File: config.mk
export PLATFORM = sky130hd
export DESIGN_NAME = stream_demux_flat
export DESIGN_NICKNAME = d
export VERILOG_FILES = /design/src/rtl/stream_demux_if.sv /design/src/rtl/stream_demux.sv /design/src/flat_wrapper.sv
export SDC_FILE = /design/constraint.sdc
export NUM_CORES = 1
export LEC_CHECK = 0
export ABC_AREA = 1
export BUFFER_PORTS_ARGS = -buffer_cell sky130_fd_sc_hd__buf_4
export CORE_MARGIN = 2
export CORE_UTILIZATION = 44
export DETAILED_ROUTE_END_ITERATION = 12
export PLACE_DENSITY = 0.87
export REMOVE_ABC_BUFFERS = 1
export SKIP_LAST_GASP = 1
export SLEW_MARGIN = 20
export SYNTH_ARGS = -nofsm -noshare
export SYNTH_HDL_FRONTEND = slang
export SYNTH_SLANG_ARGS = --single-unit
File: constraint.sdc
create_clock -name clk -period 1.2 [get_ports clk]
set_input_delay 0.18 -clock clk [delete_from_list [all_inputs] [get_ports clk]]
set_output_delay 0.18 -clock clk [all_outputs]
set_load 0.02 [all_outputs]
File: src/rtl/stream_demux_if.sv
// Stream demux bus: one producer-side stream in, N_OUT consumer-side streams out.
// Latency: n/a (wiring only).
// Backpressure: s_ready toward the producer, m_ready per channel from the consumers.
//
// Signals
//   s_valid/s_ready/s_data/s_last/s_sel : single input stream with destination index
//   m_valid/m_ready/m_data/m_last       : per-channel outputs, channel k data at [k*DATA_W +: DATA_W]
// Modports
//   slave  : the demux itself (consumes s_*, drives s_ready and m_*)
//   master : the surrounding producer/consumers (drives s_* and m_ready)
interface stream_demux_if #(
  parameter int DATA_W = 8,
  parameter int N_OUT  = 4
);
  localparam int SEL_W = $clog2(N_OUT);

  logic                      s_valid;
  logic                      s_ready;
  logic [DATA_W-1:0]         s_data;
  logic                      s_last;
  logic [SEL_W-1:0]          s_sel;
  logic [N_OUT-1:0]          m_valid;
  logic [N_OUT-1:0]          m_ready;
  logic [N_OUT*DATA_W-1:0]   m_data;
  logic [N_OUT-1:0]          m_last;

  modport slave (
    input  s_valid, s_data, s_last, s_sel, m_ready,
    output s_ready, m_valid, m_data, m_last
  );

  modport master (
    output s_valid, s_data, s_last, s_sel, m_ready,
    input  s_ready, m_valid, m_data, m_last
  );
endinterface

File: src/rtl/stream_demux.sv
// Registered 1-to-N_OUT stream demultiplexer; optional per-packet select latching.
// Latency: 1 cycle from accepted input beat to output valid on the chosen channel.
// Backpressure: s_ready follows the target channel's register (drain+load same cycle); invalid targets always accept and drop.
//
// Ports
//   clk, rst_n : clock (rising edge), asynchronous active-low reset
//   bus        : stream_demux_if.slave carrying the input stream and all output channels
//   drop_cnt   : saturating count of beats consumed with an out-of-range select
module stream_demux #(
  parameter int DATA_W   = 8,
  parameter int N_OUT    = 4,
  parameter int PKT_MODE = 0
) (
  input  logic            clk,
  input  logic            rst_n,
  stream_demux_if.slave   bus,
  output logic [15:0]     drop_cnt
);

  localparam int SEL_W = $clog2(N_OUT);

  localparam logic [0:0] ST_IDLE = 1'b0;
  localparam logic [0:0] ST_BUSY = 1'b1;

  logic [0:0]        state_q;
  logic [SEL_W-1:0]  sel_q;
  logic [N_OUT-1:0]  vld_q;
  logic [N_OUT-1:0]  last_q;
  logic [DATA_W-1:0] dat_q [N_OUT];
  logic [15:0]       drop_q;

  logic [SEL_W-1:0]  tgt;
  logic              tgt_ok;
  logic [N_OUT-1:0]  can_load;
  logic [N_OUT-1:0]  load;
  logic              rdy;
  logic              acc;
  logic              drop;

  // Mid-packet the latched select wins; otherwise each beat routes by its own s_sel.
  assign tgt      = ((PKT_MODE != 0) && (state_q == ST_BUSY)) ? sel_q : bus.s_sel;
  assign tgt_ok   = (int'(tgt) < N_OUT);
  assign can_load = ~vld_q | bus.m_ready;

  // Out-of-range targets take the drop path, which never stalls.
  always_comb begin
    rdy = 1'b1;
    for (int k = 0; k < N_OUT; k++) begin
      if (tgt == SEL_W'(k)) rdy = can_load[k];
    end
    rdy = rdy & rst_n;
  end

  assign bus.s_ready = rdy;
  assign acc         = bus.s_valid && rdy;
  assign drop        = acc && !tgt_ok;

  always_comb begin
    load = '0;
    for (int k = 0; k < N_OUT; k++) begin
      if (acc && (tgt == SEL_W'(k))) load[k] = 1'b1;
    end
  end

  // Per-channel output registers; data/last hold their value once drained.
  always_ff @(posedge clk or negedge rst_n) begin
    if (!rst_n) begin
      vld_q  <= '0;
      last_q <= '0;
      for (int k = 0; k < N_OUT; k++) dat_q[k] <= '0;
    end else begin
      for (int k = 0; k < N_OUT; k++) begin
        if (load[k]) begin
          vld_q[k]  <= 1'b1;
          dat_q[k]  <= bus.s_data;
          last_q[k] <= bus.s_last;
        end else if (bus.m_ready[k]) begin
          vld_q[k] <= 1'b0;
        end
      end
    end
  end

  // Packet tracking; a single-beat packet never leaves IDLE.
  always_ff @(posedge clk or negedge rst_n) begin
    if (!rst_n) begin
      state_q <= ST_IDLE;
      sel_q   <= '0;
    end else if ((PKT_MODE != 0) && acc) begin
      if ((state_q == ST_IDLE) && !bus.s_last) begin
        state_q <= ST_BUSY;
        sel_q   <= bus.s_sel;
      end else if ((state_q == ST_BUSY) && bus.s_last) begin
        state_q <= ST_IDLE;
      end
    end
  end

  always_ff @(posedge clk or negedge rst_n) begin
    if (!rst_n) begin
      drop_q <= '0;
    end else if (drop && (drop_q != 16'hFFFF)) begin
      drop_q <= drop_q + 16'd1;
    end
  end

  assign drop_cnt    = drop_q;
  assign bus.m_valid = vld_q;
  assign bus.m_last  = last_q;

  always_comb begin
    bus.m_data = '0;
    for (int k = 0; k < N_OUT; k++) bus.m_data[k*DATA_W +: DATA_W] = dat_q[k];
  end

endmodule

File: src/flat_wrapper.sv
// flat-port wrapper written by rule: the top's interface ports become plain ports
module stream_demux_flat 
#(
  parameter int DATA_W   = 8,
  parameter int N_OUT    = 4,
  parameter int PKT_MODE = 0
)
  (clk, rst_n, drop_cnt, bus_s_valid, bus_s_data, bus_s_last, bus_s_sel, bus_m_ready, bus_s_ready, bus_m_valid, bus_m_data, bus_m_last);
  stream_demux_if #(.DATA_W(DATA_W), .N_OUT(N_OUT)) bus_i ();
  input  logic clk;
  input  logic rst_n;
  output logic [15:0] drop_cnt;
  input wire logic [$bits(bus_i.s_valid)-1:0] bus_s_valid;
  input wire logic [$bits(bus_i.s_data)-1:0] bus_s_data;
  input wire logic [$bits(bus_i.s_last)-1:0] bus_s_last;
  input wire logic [$bits(bus_i.s_sel)-1:0] bus_s_sel;
  input wire logic [$bits(bus_i.m_ready)-1:0] bus_m_ready;
  output wire logic [$bits(bus_i.s_ready)-1:0] bus_s_ready;
  output wire logic [$bits(bus_i.m_valid)-1:0] bus_m_valid;
  output wire logic [$bits(bus_i.m_data)-1:0] bus_m_data;
  output wire logic [$bits(bus_i.m_last)-1:0] bus_m_last;
  assign bus_i.s_valid = bus_s_valid;
  assign bus_i.s_data = bus_s_data;
  assign bus_i.s_last = bus_s_last;
  assign bus_i.s_sel = bus_s_sel;
  assign bus_i.m_ready = bus_m_ready;
  assign bus_s_ready = bus_i.s_ready;
  assign bus_m_valid = bus_i.m_valid;
  assign bus_m_data = bus_i.m_data;
  assign bus_m_last = bus_i.m_last;
  stream_demux #(.DATA_W(DATA_W), .N_OUT(N_OUT), .PKT_MODE(PKT_MODE)) u_core (.clk(clk), .rst_n(rst_n), .bus(bus_i), .drop_cnt(drop_cnt));
endmodule
# After elaboration in Yosys (flattened, before gate mapping)
# Index checks and enable logic that the tools add are counted.
[totals]
ramBits = 0
latchBits = 0
inputBits = 18
mem_bits_ro = 0
n_memories = 0
reg_bits = 40
output_inout_bits = 57
[op_classes]
div_mod_pow = 0
eq_ne = 3
n_mux = 16
n_lt_le_gt_ge = 0
multipliers = 0
add_sub_neg = 0
n_shift = 0
n_bitwise = 3
reduce_logical = 10
[op_table]
columns = ["cell", "n"]
rows = [
  ["1-bit two-way mux", 16],
  ["2-bit nonzero test", 4],
  ["1-bit logical AND", 5],
  ["2-bit equality test (second input constant)", 2],
  ["4-bit NOT", 1],
  ["4-bit bitwise OR", 1],
  ["2-bit by 1-bit equality test with 1-bit output (second input constant)", 1],
  ["2-bit logical NOT", 1],
  ["1-bit AND", 1],
]

# Longest topological paths before layout
[depth]
depth_word = 11
depth_mapped = 8
depth_no_buf = 8

# Least setup slack after synthesis
# OpenSTA, ideal clock, no wires.
[synth_timing]
path_type = "register to register"
from = "register u_core.vld_q[1] (netlist: u_core.bus.m_valid[1])"
to = "register u_core.dat_q (netlist bit u_core.bus.m_data[0])"
setup_ns = 0.066
setup_slack_ns = -0.110
t_arrival_ns = 1.243
required_ns = 1.134
path_buffers = 1
path_stages_with_launch = 9
cell_sequence = "dfrtp_1 inv_1 nor2_1 nand2_1 nand3_2 nor2_8 buf_6 nand4_1 nand2_1"
[synth_between]
elab_chain_len = 9
[synth_rtl]
columns = ["element", "line_no", "rtl"]
rows = [
  ["from (decl)", "stream_demux.sv:27", "logic [N_OUT-1:0] vld_q;"],
  ["from (signal assigned)", "stream_demux.sv:68", "vld_q <= '0;"],
  ["from (signal, indexed assignment)", "stream_demux.sv:74", "vld_q[k] <= 1'b1;"],
  ["from (signal, indexed assignment)", "stream_demux.sv:78", "vld_q[k] <= 1'b0;"],
  ["4-bit NOT", "stream_demux.sv:43", "assign can_load = ~vld_q | bus.m_ready;"],
  ["4-bit bitwise OR", "stream_demux.sv:43", ""],
  ["1-bit two-way mux (3 in series)", "stream_demux.sv:49", "if (tgt == SEL_W'(k)) rdy = can_load[k];"],
  ["1-bit AND", "stream_demux.sv:51", "rdy = rdy & rst_n;"],
  ["named net bus_s_ready", "flat_wrapper.sv:18", "output wire logic [$bits(bus_i.s_ready)-1:0] bus_s_ready;"],
  ["1-bit logical AND", "stream_demux.sv:55", "assign acc = bus.s_valid && rdy;"],
  ["1-bit logical AND", "stream_demux.sv:61", "if (acc && (tgt == SEL_W'(k))) load[k] = 1'b1;"],
  ["1-bit two-way mux", "stream_demux.sv:61", ""],
  ["to (signal, indexed assignment)", "stream_demux.sv:75", "dat_q[k] <= bus.s_data;"],
  ["to (decl)", "stream_demux.sv:29", "logic [DATA_W-1:0] dat_q [N_OUT];"],
]
# The timed path passes the listed nets, and every way through them passes these cells.
# A chain may end at the register's enable or synchronous reset.

# Final worst setup path
[layout_timing]
from = "register u_core.vld_q[0] (netlist: u_core.bus.m_valid[0])"
to = "register u_core.dat_q (netlist bit u_core.bus.m_data[23])"
[layout_between]
elab_chain_len = 10
[layout_rtl]
columns = ["element", "line_no"]
rows = [
  ["4-bit NOT", "stream_demux.sv:43"],
  ["4-bit bitwise OR", "stream_demux.sv:43"],
  ["1-bit two-way mux (4 in series)", "stream_demux.sv:49"],
  ["1-bit AND", "stream_demux.sv:51"],
  ["1-bit logical AND", "stream_demux.sv:55"],
  ["1-bit logical AND", "stream_demux.sv:61"],
  ["1-bit two-way mux", "stream_demux.sv:61"],
]
# No other way between the ends.

==> metrics.md <==
| Metric | Value |
|---|---|
| Status | finished, violations left |
| Failing checks | negative setup slack |
| Synth Warn # | 0 |
| Vias in the first global route | ~2000 |
| Maxcap violations | 0 |
| Most common cell in the netlist | nand2_1 |
| Multi-input logic area | around 930 um^2 |
| Mapped Cells | between 200 and 250 |
| 1st-iter DRT viols | 279 |
| Hpwl dp | between 3 and 4 mm |
| Clock tree buffer depth | 2 |
| Area contributors post-synth | dfrtp_1, nand2_1, nand4_1, buf_4, nand4_4 |
| Cell Area, Synth | between 1500 and 2000 um^2 |
| Final Power | 0.00419 W |
| Yosys top cell area share | 0.515 |
| Leak | between 1.5 and 2 nW |
| Max Fanout on Critical Path | 5 |
| Worst vdd rail ir drop | between 0.7 and 0.8 mV |
| Final core occ | 0.695 |
| Die Ht | between 70 and 80 um |
| Reg-to-Reg Start | u_core.bus.m_valid[0]$_DFFE_PN0P_ |
| Final nets | 320 |
| Initial Util | 0.453 |
| Final slew viol count | 0 |
| Leading cell types by count after synthesis | nand2_1, dfrtp_1, nand4_1, buf_4 |
| Initial antenna violation count | 0 |
| CTS buffer count | 5 |
| Std cell rows | 24 |
| Ys flop type | dfrtp_1 |
| Pin count of the biggest net entering global routing | 41 |
| Routed vias/inst | 5.52 |
| Register area | 1000 um^2 |
| # diodes | 0 |
| CTS clk-pin slew, worst paths | 0.08 ns |
| DRC violations left | 0 |
| Setup Viol. Count Final | 43 |
| Seq/Total Area, Yosys | 0.515 |
| Total global routing overflow | 0 |
| Final wirelength | between 6 and 7 mm |
| Setup Crit Path Kind | reg -> reg |
| Synth Area per Inst | 9.35 um^2 |
| Placer Congestion | a little under 0.9 |
| Hold Vio Cnt, Final | 0 |
| Clk root buf | clkbuf_8 |
| CP startpoint | u_core.bus.m_valid[0]$_DFFE_PN0P_ |
| Setup TNS | -12.01 ns |
| RSZ-0062 raised after global routing | yes |
| Setup ws final | -0.367 ns |
| Worst setup path endpoint | u_core.bus.m_data[23]$_DFFE_PN0P_ |
| Rel. slew slack | 0.664 |
| H-Tree Depth | 2 |
| Core outline area | between 4000 and 5000 um^2 |
| Hold WS | around 0.067 ns |
| CTS tree | built |
| Vias | between 1500 and 2000 |
| R2r setup slk | -0.37 ns |
| Startpoint types | flip-flop |
| FILL cells | ~300 |
| Worst r2r path cells | 11 |
| Pwr dens | roughly 1400 nW/um^2 |
| Routed WL per cell | between 15 and 20 um |
| Area leader, netlist | dfrtp_1 |
| Fraction of layout cells with a size suffix above 1 | 0.454 |
| RR Endpoint | u_core.bus.m_data[23]$_DFFE_PN0P_ |
| Hold WC Path Type | in -> reg |
| Number of enable flip-flop cells after synthesis | 0 |
| P&R area growth vs syn | 53.4% |
| Critical path required time | between 1 and 1.5 ns |
| TritonRoute pass-1 iters | 4 |
| Crit path arrival time | 1.76 ns |
| Die area | about 5000 um^2 |
| GR Util All Layers | 0.270 |
| Dpl ws | -0.146 ns |
| Synth Register Bits | 40 |
| Sink Count | 40 |
| IO Pins | 75 |
| Worst Skew | approximately 0.014 ns |
| Max Fclk | roughly 0.64 GHz |
| Period Utilization, post-route | 1.31 |
| CP endpoint kind | flip-flop |
| Minimum clock period | around 1.6 ns |
| Clock insertion delay at the later pin of the skew report | roughly 0.3 ns |
| First-pass GRT wire length | 10.2 mm |
| Final ANT Viol Nets | 0 |
| Port bufs | 58 |
| Synth cell types | 20 |
| Async SR Flop Fraction | 1.00 |
| Actual slew at the worst max-slew pin | 0.504 ns |
| Die width | roughly 70 um |
-- metrics by stage --
step                area [um^2]  instances
global placement           2460        324
floorplan                  1820        197
global route               2980        354
CTS                        2840        348
finish                     2980        354
detailed placement         2460        324
-- power by group --
group	leakage (nW)	switching, W	total (W)	internal (W)
clock	0.0410	0.000452	0.000847	0.000395
combinational	1.02	0.000899	0.00155	0.000651
sequential	0.507	0.000186	0.00180	0.00161
total	1.56	0.00154	0.00419	0.00266
-- logic make-up after synthesis --
group,share of synthesized area
DFF,0.515
buffers and inverters,0.114
AOI/OAI and AO/OA,0.0161
and+or+nand+nor,0.353
other,0.00193
-- routing by layer --
metal | up-vias | routed length (um) | track usage | part of all wire
met1 | 924 | 2510 | 0.343 | 0.38
met5 | - | 0 | 0 | 0
li1 | 870 | - | - | -
met3 | 28 | 638 | 0.0765 | 0.096
met2 | 132 | 3200 | 0.411 | 0.48
met4 | 0 | 295 | 0.154 | 0.044
-- flip-flops by register name, summed over array words and instances (netlist names) --
signal,flops
u_core.bus.m_last,4
u_core.bus.m_data,32
u_core.bus.m_valid,4
-- what timing repair did --
action	4_1_cts	5_1_grt
setup endpoints to repair	41	42
hold endpoints to repair	40	0
gates resized for setup	22	20
setup buffers	12	4
pin swaps	13	20
hold buffers	1	0
gates cloned	5	2
-- final cells by class --
class                      count  area share
sequential                    40       0.336
timing repair buffer          94       0.291
clock buffer                   6      0.0243
multi-input combinational    152       0.313
clock inverter                 1     0.00168
tap                           52      0.0218
inverter                       9      0.0130
-- placed cells by master (no fill, tap or decap), types with 3 or more instances in the layout --
cell | netlist | final
nor2_1 | 6 | 3
buf_6 | 3 | 5
buf_8 | 0 | 3
buf_12 | 0 | 5
inv_2 | 1 | 3
nand2_1 | 76 | 63
conb_1 | 1 | 16
buf_4 | 16 | 77
inv_1 | 6 | 3
nand4_4 | 4 | 8
dfrtp_1 | 40 | 40
nand2_2 | 3 | 14
clkbuf_8 | 0 | 5
nand4_1 | 36 | 36
-- worst min path at each step --
stage / endpoint / slack, ns / depth (start not counted) / from
after global placement: u_core.bus.m_data[15]$_DFFE_PN0P_ / 0.30 / 2 / rst_n
after detailed placement: u_core.bus.m_data[11]$_DFFE_PN0P_ / 0.31 / 2 / rst_n
after CTS: u_core.bus.m_valid[2]$_DFFE_PN0P_ / 0.06 / 2 / bus_m_ready[2]
after global routing: u_core.bus.m_valid[0]$_DFFE_PN0P_ / 0.06 / 2 / bus_m_ready[0]
final: u_core.bus.m_valid[0]$_DFFE_PN0P_ / 0.07 / 2 / bus_m_ready[0]
after floorplan: u_core.bus.m_data[0]$_DFFE_PN0P_ / -0.12 / 0 / rst_n
-- worst max-delay path, cell delays in order (launching register included) --
cell and delay, ns:
dfrtp_1 0.40, inv_2 0.07, nor2_2 0.04, nand2_2 0.10, buf_4 0.14, nand2_4 0.07
nor2_8 0.11, buf_12 0.14, buf_12 0.09, nand4_4 0.11, nand2_2 0.12, nand2_1 0.05
Power figures use the tool's default switching activity.
